`src/rtl/uart_tx_rx_cfg.sv`:
```
// Full-duplex UART with configurable data bits, parity and stop bits.
// TX: valid/ready byte in, serial out. RX: 2-flop synchroniser, 3-sample majority
// vote per bit, false-start rejection, framing/parity/overrun reporting.
// Optional build macro UART_RX_FIFO_EN swaps the single RX holding register for a
// show-ahead FIFO of RX_FIFO_DEPTH entries.
module uart_tx_rx_cfg #(
  parameter int unsigned CLK_FREQUENCY = 48000000,
  parameter int unsigned BAUD_RATE     = 115200,
  parameter int unsigned DATA_BITS     = 8,
  parameter int unsigned PARITY        = 0,
  parameter int unsigned STOP_BITS     = 1,
  parameter int unsigned RX_FIFO_DEPTH = 4
) (
  input  logic                 clk,
  input  logic                 reset_n,
  input  logic                 tx_vld,
  output logic                 tx_rdy,
  input  logic [DATA_BITS-1:0] tx_data,
  output logic                 tx_uart,
  input  logic                 rx_uart,
  output logic                 rx_vld,
  input  logic                 rx_rdy,
  output logic [DATA_BITS-1:0] rx_data,
  output logic                 rx_frame_err,
  output logic                 rx_parity_err,
  output logic                 rx_overrun
);

  localparam int unsigned CLKS_PER_BIT    = (CLK_FREQUENCY + BAUD_RATE / 2) / BAUD_RATE;
  localparam int unsigned CLKS_PER_BIT_WL = $clog2(CLKS_PER_BIT + 1);
  localparam int unsigned BIT_CNT_WL      = $clog2(DATA_BITS + 1);
  localparam int unsigned MID             = CLKS_PER_BIT / 2;

  localparam logic [CLKS_PER_BIT_WL-1:0] CNT_LAST = CLKS_PER_BIT_WL'(CLKS_PER_BIT - 1);
  localparam logic [CLKS_PER_BIT_WL-1:0] SAMP0    = CLKS_PER_BIT_WL'(MID - 1);
  localparam logic [CLKS_PER_BIT_WL-1:0] SAMP1    = CLKS_PER_BIT_WL'(MID);
  localparam logic [CLKS_PER_BIT_WL-1:0] SAMP2    = CLKS_PER_BIT_WL'(MID + 1);
  localparam logic [BIT_CNT_WL-1:0]      BIT_LAST  = BIT_CNT_WL'(DATA_BITS - 1);
  localparam logic [BIT_CNT_WL-1:0]      STOP_LAST = BIT_CNT_WL'(STOP_BITS - 1);
  localparam logic PAR_EN  = (PARITY != 0);
  localparam logic PAR_ODD = (PARITY == 1);

  // Reject illegal configurations at elaboration
  if (CLKS_PER_BIT < 8 || DATA_BITS < 5 || DATA_BITS > 9 || PARITY > 2 ||
      STOP_BITS < 1 || STOP_BITS > 2 || RX_FIFO_DEPTH < 2 ||
      (RX_FIFO_DEPTH & (RX_FIFO_DEPTH - 1)) != 0) begin : g_bad_cfg
    $error("uart_tx_rx_cfg: illegal parameter combination");
  end

  typedef enum logic [2:0] {S_IDLE, S_START, S_DATA, S_PARITY, S_STOP} state_e;

  // ---------------- TX ----------------
  state_e                     tx_state_q, tx_state_d;
  logic [CLKS_PER_BIT_WL-1:0] tx_cnt_q, tx_cnt_d;
  logic [BIT_CNT_WL-1:0]      tx_bit_q, tx_bit_d;
  logic [DATA_BITS-1:0]       tx_shift_q, tx_shift_d;
  logic                       tx_par_q, tx_par_d;
  logic                       tx_uart_q, tx_uart_d;
  logic                       tx_rdy_q, tx_rdy_d;

  // TX next state: each bit held CLKS_PER_BIT cycles, line value registered
  always_comb begin
    tx_state_d = tx_state_q;
    tx_cnt_d   = tx_cnt_q;
    tx_bit_d   = tx_bit_q;
    tx_shift_d = tx_shift_q;
    tx_par_d   = tx_par_q;
    tx_uart_d  = tx_uart_q;
    tx_rdy_d   = tx_rdy_q;
    if (tx_state_q == S_IDLE) begin
      tx_uart_d = 1'b1;
      if (tx_vld && tx_rdy_q) begin
        tx_shift_d = tx_data;
        tx_par_d   = (^tx_data) ^ PAR_ODD;
        tx_state_d = S_START;
        tx_cnt_d   = '0;
        tx_uart_d  = 1'b0;
        tx_rdy_d   = 1'b0;
      end
    end else if (tx_cnt_q == CNT_LAST) begin
      tx_cnt_d = '0;
      case (tx_state_q)
        S_START: begin
          tx_state_d = S_DATA;
          tx_bit_d   = '0;
          tx_uart_d  = tx_shift_q[0];
        end
        S_DATA: begin
          if (tx_bit_q == BIT_LAST) begin
            tx_bit_d = '0;
            if (PAR_EN) begin
              tx_state_d = S_PARITY;
              tx_uart_d  = tx_par_q;
            end else begin
              tx_state_d = S_STOP;
              tx_uart_d  = 1'b1;
            end
          end else begin
            tx_bit_d   = tx_bit_q + BIT_CNT_WL'(1);
            tx_shift_d = tx_shift_q >> 1;
            tx_uart_d  = tx_shift_q[1];
          end
        end
        S_PARITY: begin
          tx_state_d = S_STOP;
          tx_bit_d   = '0;
          tx_uart_d  = 1'b1;
        end
        S_STOP: begin
          tx_uart_d = 1'b1;
          if (tx_bit_q == STOP_LAST) begin
            tx_state_d = S_IDLE;
            tx_rdy_d   = 1'b1;
          end else begin
            tx_bit_d = tx_bit_q + BIT_CNT_WL'(1);
          end
        end
        default: tx_state_d = S_IDLE;
      endcase
    end else begin
      tx_cnt_d = tx_cnt_q + CLKS_PER_BIT_WL'(1);
    end
  end

  // TX registers; reset drives the line idle immediately
  always_ff @(posedge clk or negedge reset_n) begin
    if (!reset_n) begin
      tx_state_q <= S_IDLE;
      tx_cnt_q   <= '0;
      tx_bit_q   <= '0;
      tx_shift_q <= '0;
      tx_par_q   <= 1'b0;
      tx_uart_q  <= 1'b1;
      tx_rdy_q   <= 1'b1;
    end else begin
      tx_state_q <= tx_state_d;
      tx_cnt_q   <= tx_cnt_d;
      tx_bit_q   <= tx_bit_d;
      tx_shift_q <= tx_shift_d;
      tx_par_q   <= tx_par_d;
      tx_uart_q  <= tx_uart_d;
      tx_rdy_q   <= tx_rdy_d;
    end
  end

  assign tx_uart = tx_uart_q;
  assign tx_rdy  = tx_rdy_q;

  // ---------------- RX ----------------
  state_e                     rx_state_q, rx_state_d;
  logic [CLKS_PER_BIT_WL-1:0] rx_cnt_q, rx_cnt_d;
  logic [BIT_CNT_WL-1:0]      rx_bit_q, rx_bit_d;
  logic [DATA_BITS-1:0]       rx_shift_q, rx_shift_d;
  logic                       rx_s0_q, rx_s0_d, rx_s1_q, rx_s1_d;
  logic                       rx_perr_q, rx_perr_d, rx_ferr_q, rx_ferr_d;
  logic                       rx_done_q, rx_done_d;
  logic                       sync1_q, sync2_q;
  logic                       rx_maj;

  // Two-flop synchroniser, idles high
  always_ff @(posedge clk or negedge reset_n) begin
    if (!reset_n) begin
      sync1_q <= 1'b1;
      sync2_q <= 1'b1;
    end else begin
      sync1_q <= rx_uart;
      sync2_q <= sync1_q;
    end
  end

  assign rx_maj = (rx_s0_q & rx_s1_q) | (rx_s0_q & sync2_q) | (rx_s1_q & sync2_q);

  // RX next state: sample mid-1/mid/mid+1, decide at mid+1, leave STOP right after deciding
  always_comb begin
    rx_state_d = rx_state_q;
    rx_cnt_d   = rx_cnt_q;
    rx_bit_d   = rx_bit_q;
    rx_shift_d = rx_shift_q;
    rx_s0_d    = rx_s0_q;
    rx_s1_d    = rx_s1_q;
    rx_perr_d  = rx_perr_q;
    rx_ferr_d  = rx_ferr_q;
    rx_done_d  = 1'b0;
    if (rx_state_q == S_IDLE) begin
      if (!sync2_q) begin
        rx_state_d = S_START;
        rx_cnt_d   = '0;
        rx_perr_d  = 1'b0;
      end
    end else begin
      rx_cnt_d = (rx_cnt_q == CNT_LAST) ? '0 : rx_cnt_q + CLKS_PER_BIT_WL'(1);
      if (rx_cnt_q == SAMP0) rx_s0_d = sync2_q;
      if (rx_cnt_q == SAMP1) rx_s1_d = sync2_q;
      case (rx_state_q)
        S_START: begin
          if (rx_cnt_q == SAMP2 && rx_maj) begin
            rx_state_d = S_IDLE;
          end else if (rx_cnt_q == CNT_LAST) begin
            rx_state_d = S_DATA;
            rx_bit_d   = '0;
          end
        end
        S_DATA: begin
          if (rx_cnt_q == SAMP2) rx_shift_d = {rx_maj, rx_shift_q[DATA_BITS-1:1]};
          if (rx_cnt_q == CNT_LAST) begin
            if (rx_bit_q == BIT_LAST) begin
              rx_state_d = PAR_EN ? S_PARITY : S_STOP;
              rx_bit_d   = '0;
            end else begin
              rx_bit_d = rx_bit_q + BIT_CNT_WL'(1);
            end
          end
        end
        S_PARITY: begin
          if (rx_cnt_q == SAMP2) rx_perr_d = ((^rx_shift_q) ^ rx_maj) != PAR_ODD;
          if (rx_cnt_q == CNT_LAST) rx_state_d = S_STOP;
        end
        S_STOP: begin
          if (rx_cnt_q == SAMP2) begin
            rx_ferr_d  = !rx_maj;
            rx_done_d  = 1'b1;
            rx_state_d = S_IDLE;
          end
        end
        default: rx_state_d = S_IDLE;
      endcase
    end
  end

  // RX registers; reset discards any partial frame
  always_ff @(posedge clk or negedge reset_n) begin
    if (!reset_n) begin
      rx_state_q <= S_IDLE;
      rx_cnt_q   <= '0;
      rx_bit_q   <= '0;
      rx_shift_q <= '0;
      rx_s0_q    <= 1'b1;
      rx_s1_q    <= 1'b1;
      rx_perr_q  <= 1'b0;
      rx_ferr_q  <= 1'b0;
      rx_done_q  <= 1'b0;
    end else begin
      rx_state_q <= rx_state_d;
      rx_cnt_q   <= rx_cnt_d;
      rx_bit_q   <= rx_bit_d;
      rx_shift_q <= rx_shift_d;
      rx_s0_q    <= rx_s0_d;
      rx_s1_q    <= rx_s1_d;
      rx_perr_q  <= rx_perr_d;
      rx_ferr_q  <= rx_ferr_d;
      rx_done_q  <= rx_done_d;
    end
  end

  // ---------------- RX output stage ----------------
  logic ovr_q, ovr_d;

`ifdef UART_RX_FIFO_EN
  localparam int unsigned FIFO_AW = $clog2(RX_FIFO_DEPTH);
  localparam int unsigned ENTRY_W = DATA_BITS + 2;

  logic [ENTRY_W-1:0] mem_q [RX_FIFO_DEPTH];
  logic [ENTRY_W-1:0] mem_d [RX_FIFO_DEPTH];
  logic [FIFO_AW:0]   wr_q, wr_d, rd_q, rd_d;
  logic               fifo_empty, fifo_full, fifo_pop, fifo_push;

  assign fifo_empty = (wr_q == rd_q);
  assign fifo_full  = (wr_q[FIFO_AW] != rd_q[FIFO_AW]) &&
                      (wr_q[FIFO_AW-1:0] == rd_q[FIFO_AW-1:0]);
  assign fifo_pop   = !fifo_empty && rx_rdy;
  assign fifo_push  = rx_done_q && (!fifo_full || fifo_pop);

  // FIFO next state: a pop frees the slot a simultaneous push writes
  always_comb begin
    mem_d = mem_q;
    wr_d  = wr_q + (FIFO_AW + 1)'(fifo_push);
    rd_d  = rd_q + (FIFO_AW + 1)'(fifo_pop);
    ovr_d = rx_done_q && fifo_full && !fifo_pop;
    if (fifo_push) mem_d[wr_q[FIFO_AW-1:0]] = {rx_perr_q, rx_ferr_q, rx_shift_q};
  end

  // FIFO storage and pointers
  always_ff @(posedge clk or negedge reset_n) begin
    if (!reset_n) begin
      for (int i = 0; i < int'(RX_FIFO_DEPTH); i++) mem_q[i] <= '0;
      wr_q  <= '0;
      rd_q  <= '0;
      ovr_q <= 1'b0;
    end else begin
      mem_q <= mem_d;
      wr_q  <= wr_d;
      rd_q  <= rd_d;
      ovr_q <= ovr_d;
    end
  end

  assign rx_vld = !fifo_empty;
  assign {rx_parity_err, rx_frame_err, rx_data} = mem_q[rd_q[FIFO_AW-1:0]];
`else
  logic                 out_vld_q, out_vld_d;
  logic [DATA_BITS-1:0] out_data_q, out_data_d;
  logic                 out_ferr_q, out_ferr_d, out_perr_q, out_perr_d;

  // Holding register: load when empty or being consumed, otherwise drop and flag overrun
  always_comb begin
    out_vld_d  = out_vld_q;
    out_data_d = out_data_q;
    out_ferr_d = out_ferr_q;
    out_perr_d = out_perr_q;
    ovr_d      = 1'b0;
    if (out_vld_q && rx_rdy) out_vld_d = 1'b0;
    if (rx_done_q) begin
      if (!out_vld_q || rx_rdy) begin
        out_vld_d  = 1'b1;
        out_data_d = rx_shift_q;
        out_ferr_d = rx_ferr_q;
        out_perr_d = rx_perr_q;
      end else begin
        ovr_d = 1'b1;
      end
    end
  end

  // Holding register flops
  always_ff @(posedge clk or negedge reset_n) begin
    if (!reset_n) begin
      out_vld_q  <= 1'b0;
      out_data_q <= '0;
      out_ferr_q <= 1'b0;
      out_perr_q <= 1'b0;
      ovr_q      <= 1'b0;
    end else begin
      out_vld_q  <= out_vld_d;
      out_data_q <= out_data_d;
      out_ferr_q <= out_ferr_d;
      out_perr_q <= out_perr_d;
      ovr_q      <= ovr_d;
    end
  end

  assign rx_vld        = out_vld_q;
  assign rx_data       = out_data_q;
  assign rx_frame_err  = out_ferr_q;
  assign rx_parity_err = out_perr_q;
`endif

  assign rx_overrun = ovr_q;

endmodule

```
`config.mk`:
```
export PLATFORM = sky130hd
export DESIGN_NAME = uart_tx_rx_cfg
export DESIGN_NICKNAME = d
export VERILOG_FILES = /design/src/rtl/uart_tx_rx_cfg.sv
export SDC_FILE = /design/constraint.sdc
export NUM_CORES = 1
export LEC_CHECK = 0
export BUFFER_PORTS_ARGS = -buffer_cell sky130_fd_sc_hd__buf_4
export CORE_UTILIZATION = 60
export CTS_CLUSTER_SIZE = 16
export DETAILED_ROUTE_END_ITERATION = 12
export GPL_ROUTABILITY_DRIVEN = 1
export PLACE_DENSITY = 0.8
export SKIP_LAST_GASP = 1
export SLEW_MARGIN = 20
export SYNTH_ARGS = -nofsm -noshare
export SYNTH_HDL_FRONTEND = slang
export SYNTH_SLANG_ARGS = --single-unit
```
`constraint.sdc`:
```
create_clock -name clk -period 7.6 [get_ports clk]
set_input_delay 1.52 -clock clk [delete_from_list [all_inputs] [get_ports clk]]
set_output_delay 1.52 -clock clk [all_outputs]
set_load 0.1 [all_outputs]
```
Yosys cells after proc, flatten, opt, wreduce, memory -nomap -nowiden
Index checks and enable logic that the tools add are counted.
{"block": "word_totals", "register_bits": 69, "in_bits": 13, "out_inout_bits": 14}
{"block": "classes", "addsub": 4, "eq_ne": 29, "muxes": 56, "bitwise_logic": 8, "reduce_logical": 34}
{"cell": "9-bit two-way mux", "n": 6}
{"cell": "8-bit two-way mux", "n": 5}
{"cell": "3-bit two-way mux", "n": 13}
{"cell": "9-bit by 8-bit == test with 1-bit output (second input constant)", "n": 3}
{"cell": "4-bit two-way mux", "n": 6}
{"cell": "3-bit case mux with 4 select lines", "n": 2}
{"cell": "1-bit two-way mux", "n": 21}
{"cell": "9-bit by 1-bit adder with 9-bit output (second input constant)", "n": 2}
{"cell": "9-bit == test (second input constant)", "n": 2}
{"cell": "3-bit != test (second input constant)", "n": 6}
{"cell": "4-bit AND reduction", "n": 4}
{"cell": "2-bit nonzero test", "n": 7}
{"cell": "3-bit by 2-bit == test with 1-bit output (second input constant)", "n": 4}
{"cell": "2-bit != test (second input constant)", "n": 6}
{"cell": "4-bit case mux with 3 select lines", "n": 1}
{"cell": "3-bit AND reduction", "n": 3}
{"cell": "4-bit by 1-bit adder with 4-bit output (second input constant)", "n": 2}
{"cell": "4-bit by 3-bit == test with 1-bit output (second input constant)", "n": 2}
{"cell": "4-bit case mux with 2 select lines", "n": 1}
{"cell": "2-bit AND reduction", "n": 4}
{"cell": "8-bit XOR reduction", "n": 1}
{"cell": "3-bit by 1-bit == test with 1-bit output (second input constant)", "n": 2}
{"cell": "3-bit == test (second input constant)", "n": 2}
{"cell": "3-bit logical NOT", "n": 2}
{"cell": "other kinds (16)", "n": 24}

Depth between registers and ports, before layout
{"block": "logic_depth", "ltp_word": 7, "ltp_mapped": 7, "depth_no_buf": 6}

Worst setup path before layout
OpenSTA, ideal clock, no wires.
{"block": "synth_path", "path_type": "in2reg", "from": "input tx_vld", "to": "register tx_shift_q[0]", "setup_time_ps": 125, "arrival_ps": 2628, "required_ps": 7475, "slack_ps": 4847, "stages": 5, "path_buffers": 1, "path_cell_list": "nand2_1 > and2_1 > clkbuf_1 > nor2_1 > mux2_2"}
{"block": "synth_between", "elab_chain_len": 3}
{"item": "start: declaration", "line": "16", "source": "input logic tx_vld,"}
{"item": "1-bit logical AND", "line": "72", "source": "if (tx_vld && tx_rdy_q) begin"}
{"item": "2-bit by 1-bit != test with 1-bit output (no line)"}
{"item": "4-bit AND reduction (no line)"}
{"item": "end signal: assignment", "line": "139", "source": "tx_shift_q <= tx_shift_d;"}
{"item": "end: declaration", "line": "56", "source": "logic [DATA_BITS-1:0] tx_shift_q, tx_shift_d;"}
Every way passes these cells.
A chain may end at the register's enable or synchronous reset.

Worst setup path in the final report
{"block": "layout_path", "from": "register tx_rdy_q, in the netlist tx_rdy", "to": "output tx_rdy"}
{"item": "start: declaration", "line": "59", "source": "logic tx_rdy_q, tx_rdy_d;"}
{"item": "start signal: assignment", "line": "142", "source": "tx_rdy_q <= tx_rdy_d;"}
{"item": "end: declaration", "line": "17", "source": "output logic tx_rdy,"}
No word-level cell between the ends.

==> flow_summary.yaml <==
global_route:
  grt_pass1_vias: 2399
  grt_overflow: 0
  antenna_found_initial: 0
  grt_pass1_wl_um: 11200
  grt_usage_pct: 23.4
  grt_max_degree: 70
clocking:
  ctsResizeCount: 0
  ctsHoldBuffers: 0
  clock_latency_ns: 0.35
  clock_sinks: 69
  clock-root-buffer: "clkbuf_8"
  postCtsSetupRepairBufs: 0
  htreeDepth: 3
  clkTransAtPathRegs_ns: 0.08
  cts_tree: "yes"
  cts_buffers: 9
  clockBufferDepth: 2
timing:
  clock_skew_ns: 0.00754
  setup_tns_ns: 0
  fin_crit_sh_pct: 35.7
  final_max_slew_viol_count: 0
  finalHoldViolations: 0
  worst_slew_pin_slew_ns: 0.854
  rsz0062_at_grt: "false"
  setup_viol: 0
  clock.fmax_mhz: 368
  slew_headroom_pct: 43.1
  post-route-min-period_ns: 2.71
drt:
  drc: 0
  top_layer_used: "met4"
  initialDrtViolationCount: 171
  wirelength_met1_um: 3040
  wl_per_cell_um: 15.1
  vias: 2551
  wl_met3_um: 241
  drtAntennaViolNets: 0
  vias_per_cell: 5.86
  routed_wl_um: 6580
  met2_length_um: 3170
  first_pass_iters: 4
synth:
  synth-seq-cells: 69
  avgSynthCellArea_um2: 10.7
  synth_edf_count: 0
  synth_warnings: 0
  yosys-top-cells-count: "63 x dfrtp_1, 35 x mux2_2, 30 x nand2_1"
  yosysTopAreaCell: "dfrtp_1"
  synth_nets: 353
  yosysSeqAreaShare_pct: 48.9
  synthDominantCellAreaShare_pct: 44.4
  yosys-top-cells-area: "dfrtp_1 44%, mux2_2 11%, dfstp_2 4.4%"
  synthFlopType: "dfrtp_1"
  syn_area_um2: 3550
  yosysUniqueCellTypes: 54
  synthCells: 332
  synth.most_common_cell: "dfrtp_1"
  synth-async-reset-ratio_pct: 100
worst_setup_path:
  slowest_stage: "dfstp_2"
  startpoint_type: "flip-flop"
  path_class: "flip-flop to output pin"
  cp.buffers_inverters: 1
  rr_worst_depth: 6
  crit_path_end_kind: "output pin"
  worstPathRequired_ns: 6.08
  cp-startpoint: "tx_rdy"
  crit_chain: "buf_4"
  crit_end: "tx_rdy"
  cp_slowest_stage_delay_ns: 0.56
  r2r_setup_slack_ns: 4.90
  r2r_start: "rx_cnt_q[0]"
  crit_cells: 1
  worstPathArrival_ns: 1.19
  path_delay_family: "flip-flops"
  critPathMaxFanout: 4
  reg2reg_to: "rx_bit_q[3]"
place:
  io_buffer_count: 26
  place_hpwl_um: 4510
  gp_congestion: 0.821
  dp.cells: 419
floorplan:
  dieArea_um2: 6220
  io_pins: 27
  die_height_um: 78.9
  num_rows: 27
  die_w_um: 78.9
  core-area_um2: 5610
  initial_core_util_pct: 63.3
layout:
  syn2layout_area_growth_pct: 12.3
  diodes: 0
  drive_gt1_share_pct: 26.4
  stdcell_count: 435
  fillers: 440
  finalNetCount: 379
pwr:
  vdd_drop_max_mv: 0.132
  powerDensity_nw_per_um2: 170
  power.leakage_nw: 1.88
worst_hold_path:
  hold_class: "flip-flop to flip-flop"
status:
  status: "complete, no violations"
flow_run:
  maxCapViolCount: 0
## layout by cell type, fill, tap and decap left out, drive strengths merged, types with 5 or more instances in the layout
cell type and n:
a21o 6, a21oi 9, and2 9, buf 28, clkbuf 10, dfrtp 63, dfstp 6, ha 8
inv 14, mux2 35, mux2i 6, nand2 30, nand2b 6, nand3 11, nor2 12, nor3 7
nor3b 5, o21ai 26, xnor2 9
## per-layer routing
| metal | global-route usage [%] | vias to the layer above |
|---|---|---|
| met2 | 36.3 | 48 |
| met3 | 3.91 | 13 |
| li1 | - | 1243 |
| met5 | 0 | - |
| met1 | 32.3 | 1247 |
| met4 | 10.4 | 0 |
## power breakdown
group / leakage, nW / total [W] / switching, W / internal, W
clock: 0.100 / 0.000295 / 0.000143 / 0.000152
sequential: 0.891 / 0.000368 / 0.000000471 / 0.000368
combinational: 0.889 / 0.0000134 / 0.00000806 / 0.00000530
total: 1.88 / 0.000677 / 0.000152 / 0.000525
## worst min path at each step
stage	from	endpoint	slack (ns)	cells after the start
final	sync1_q	sync2_q	0.36	0
after global routing	sync1_q	sync2_q	0.36	0
after CTS	sync1_q	sync2_q	0.36	0
after detailed placement	sync1_q	sync2_q	0.35	0
after global placement	sync1_q	sync2_q	0.35	0
after floorplan	sync1_q	sync2_q	0.35	0
## cell type report
cell class	count	area [um2]	share of cell area [%]
inverter	13	48.8	1.22
sequential	69	1730	43.5
clock inverter	6	62.6	1.57
tap	72	90.1	2.26
clock buffer	10	128	3.20
multi-input combinational	237	1710	43.0
timing repair buffer	28	210	5.27
## cells by family after synthesis
group | share of synthesized area [%]
simple gates | 17.4
compound gates | 11.3
flops | 48.9
buf+inv | 2.86
fa+ha+maj | 3.10
mux | 12.8
xor+xnor | 3.60
## metrics by stage
| stage | hold slack (ns) | instance area (um2) | utilization [%] | power [W] | worst slack (ns) |
|---|---|---|---|---|---|
| after floorplan | 0.345 | 3550 | - | 0.000377 | 4.85 |
| after global placement | 0.346 | 3790 | 67.7 | 0.000389 | 4.71 |
| after detailed placement | 0.351 | 3790 | 67.7 | 0.000389 | 4.68 |
| after CTS | 0.365 | 3990 | 71.1 | 0.000683 | 4.88 |
| after global routing | 0.365 | 3990 | 71.1 | 0.000697 | 4.76 |
| final | 0.360 | 3990 | 71.1 | 0.000677 | 4.89 |
## registers in the layout, indices dropped and copies added, names as in the netlist, 3 cells and up
name        count
rx_bit_q        4
rx_cnt_q        9
rx_data         8
rx_shift_q      8
rx_state_q      3
tx_bit_q        4
tx_cnt_q        9
tx_shift_q      8
tx_state_q      3
Power figures use the tool's default switching activity.
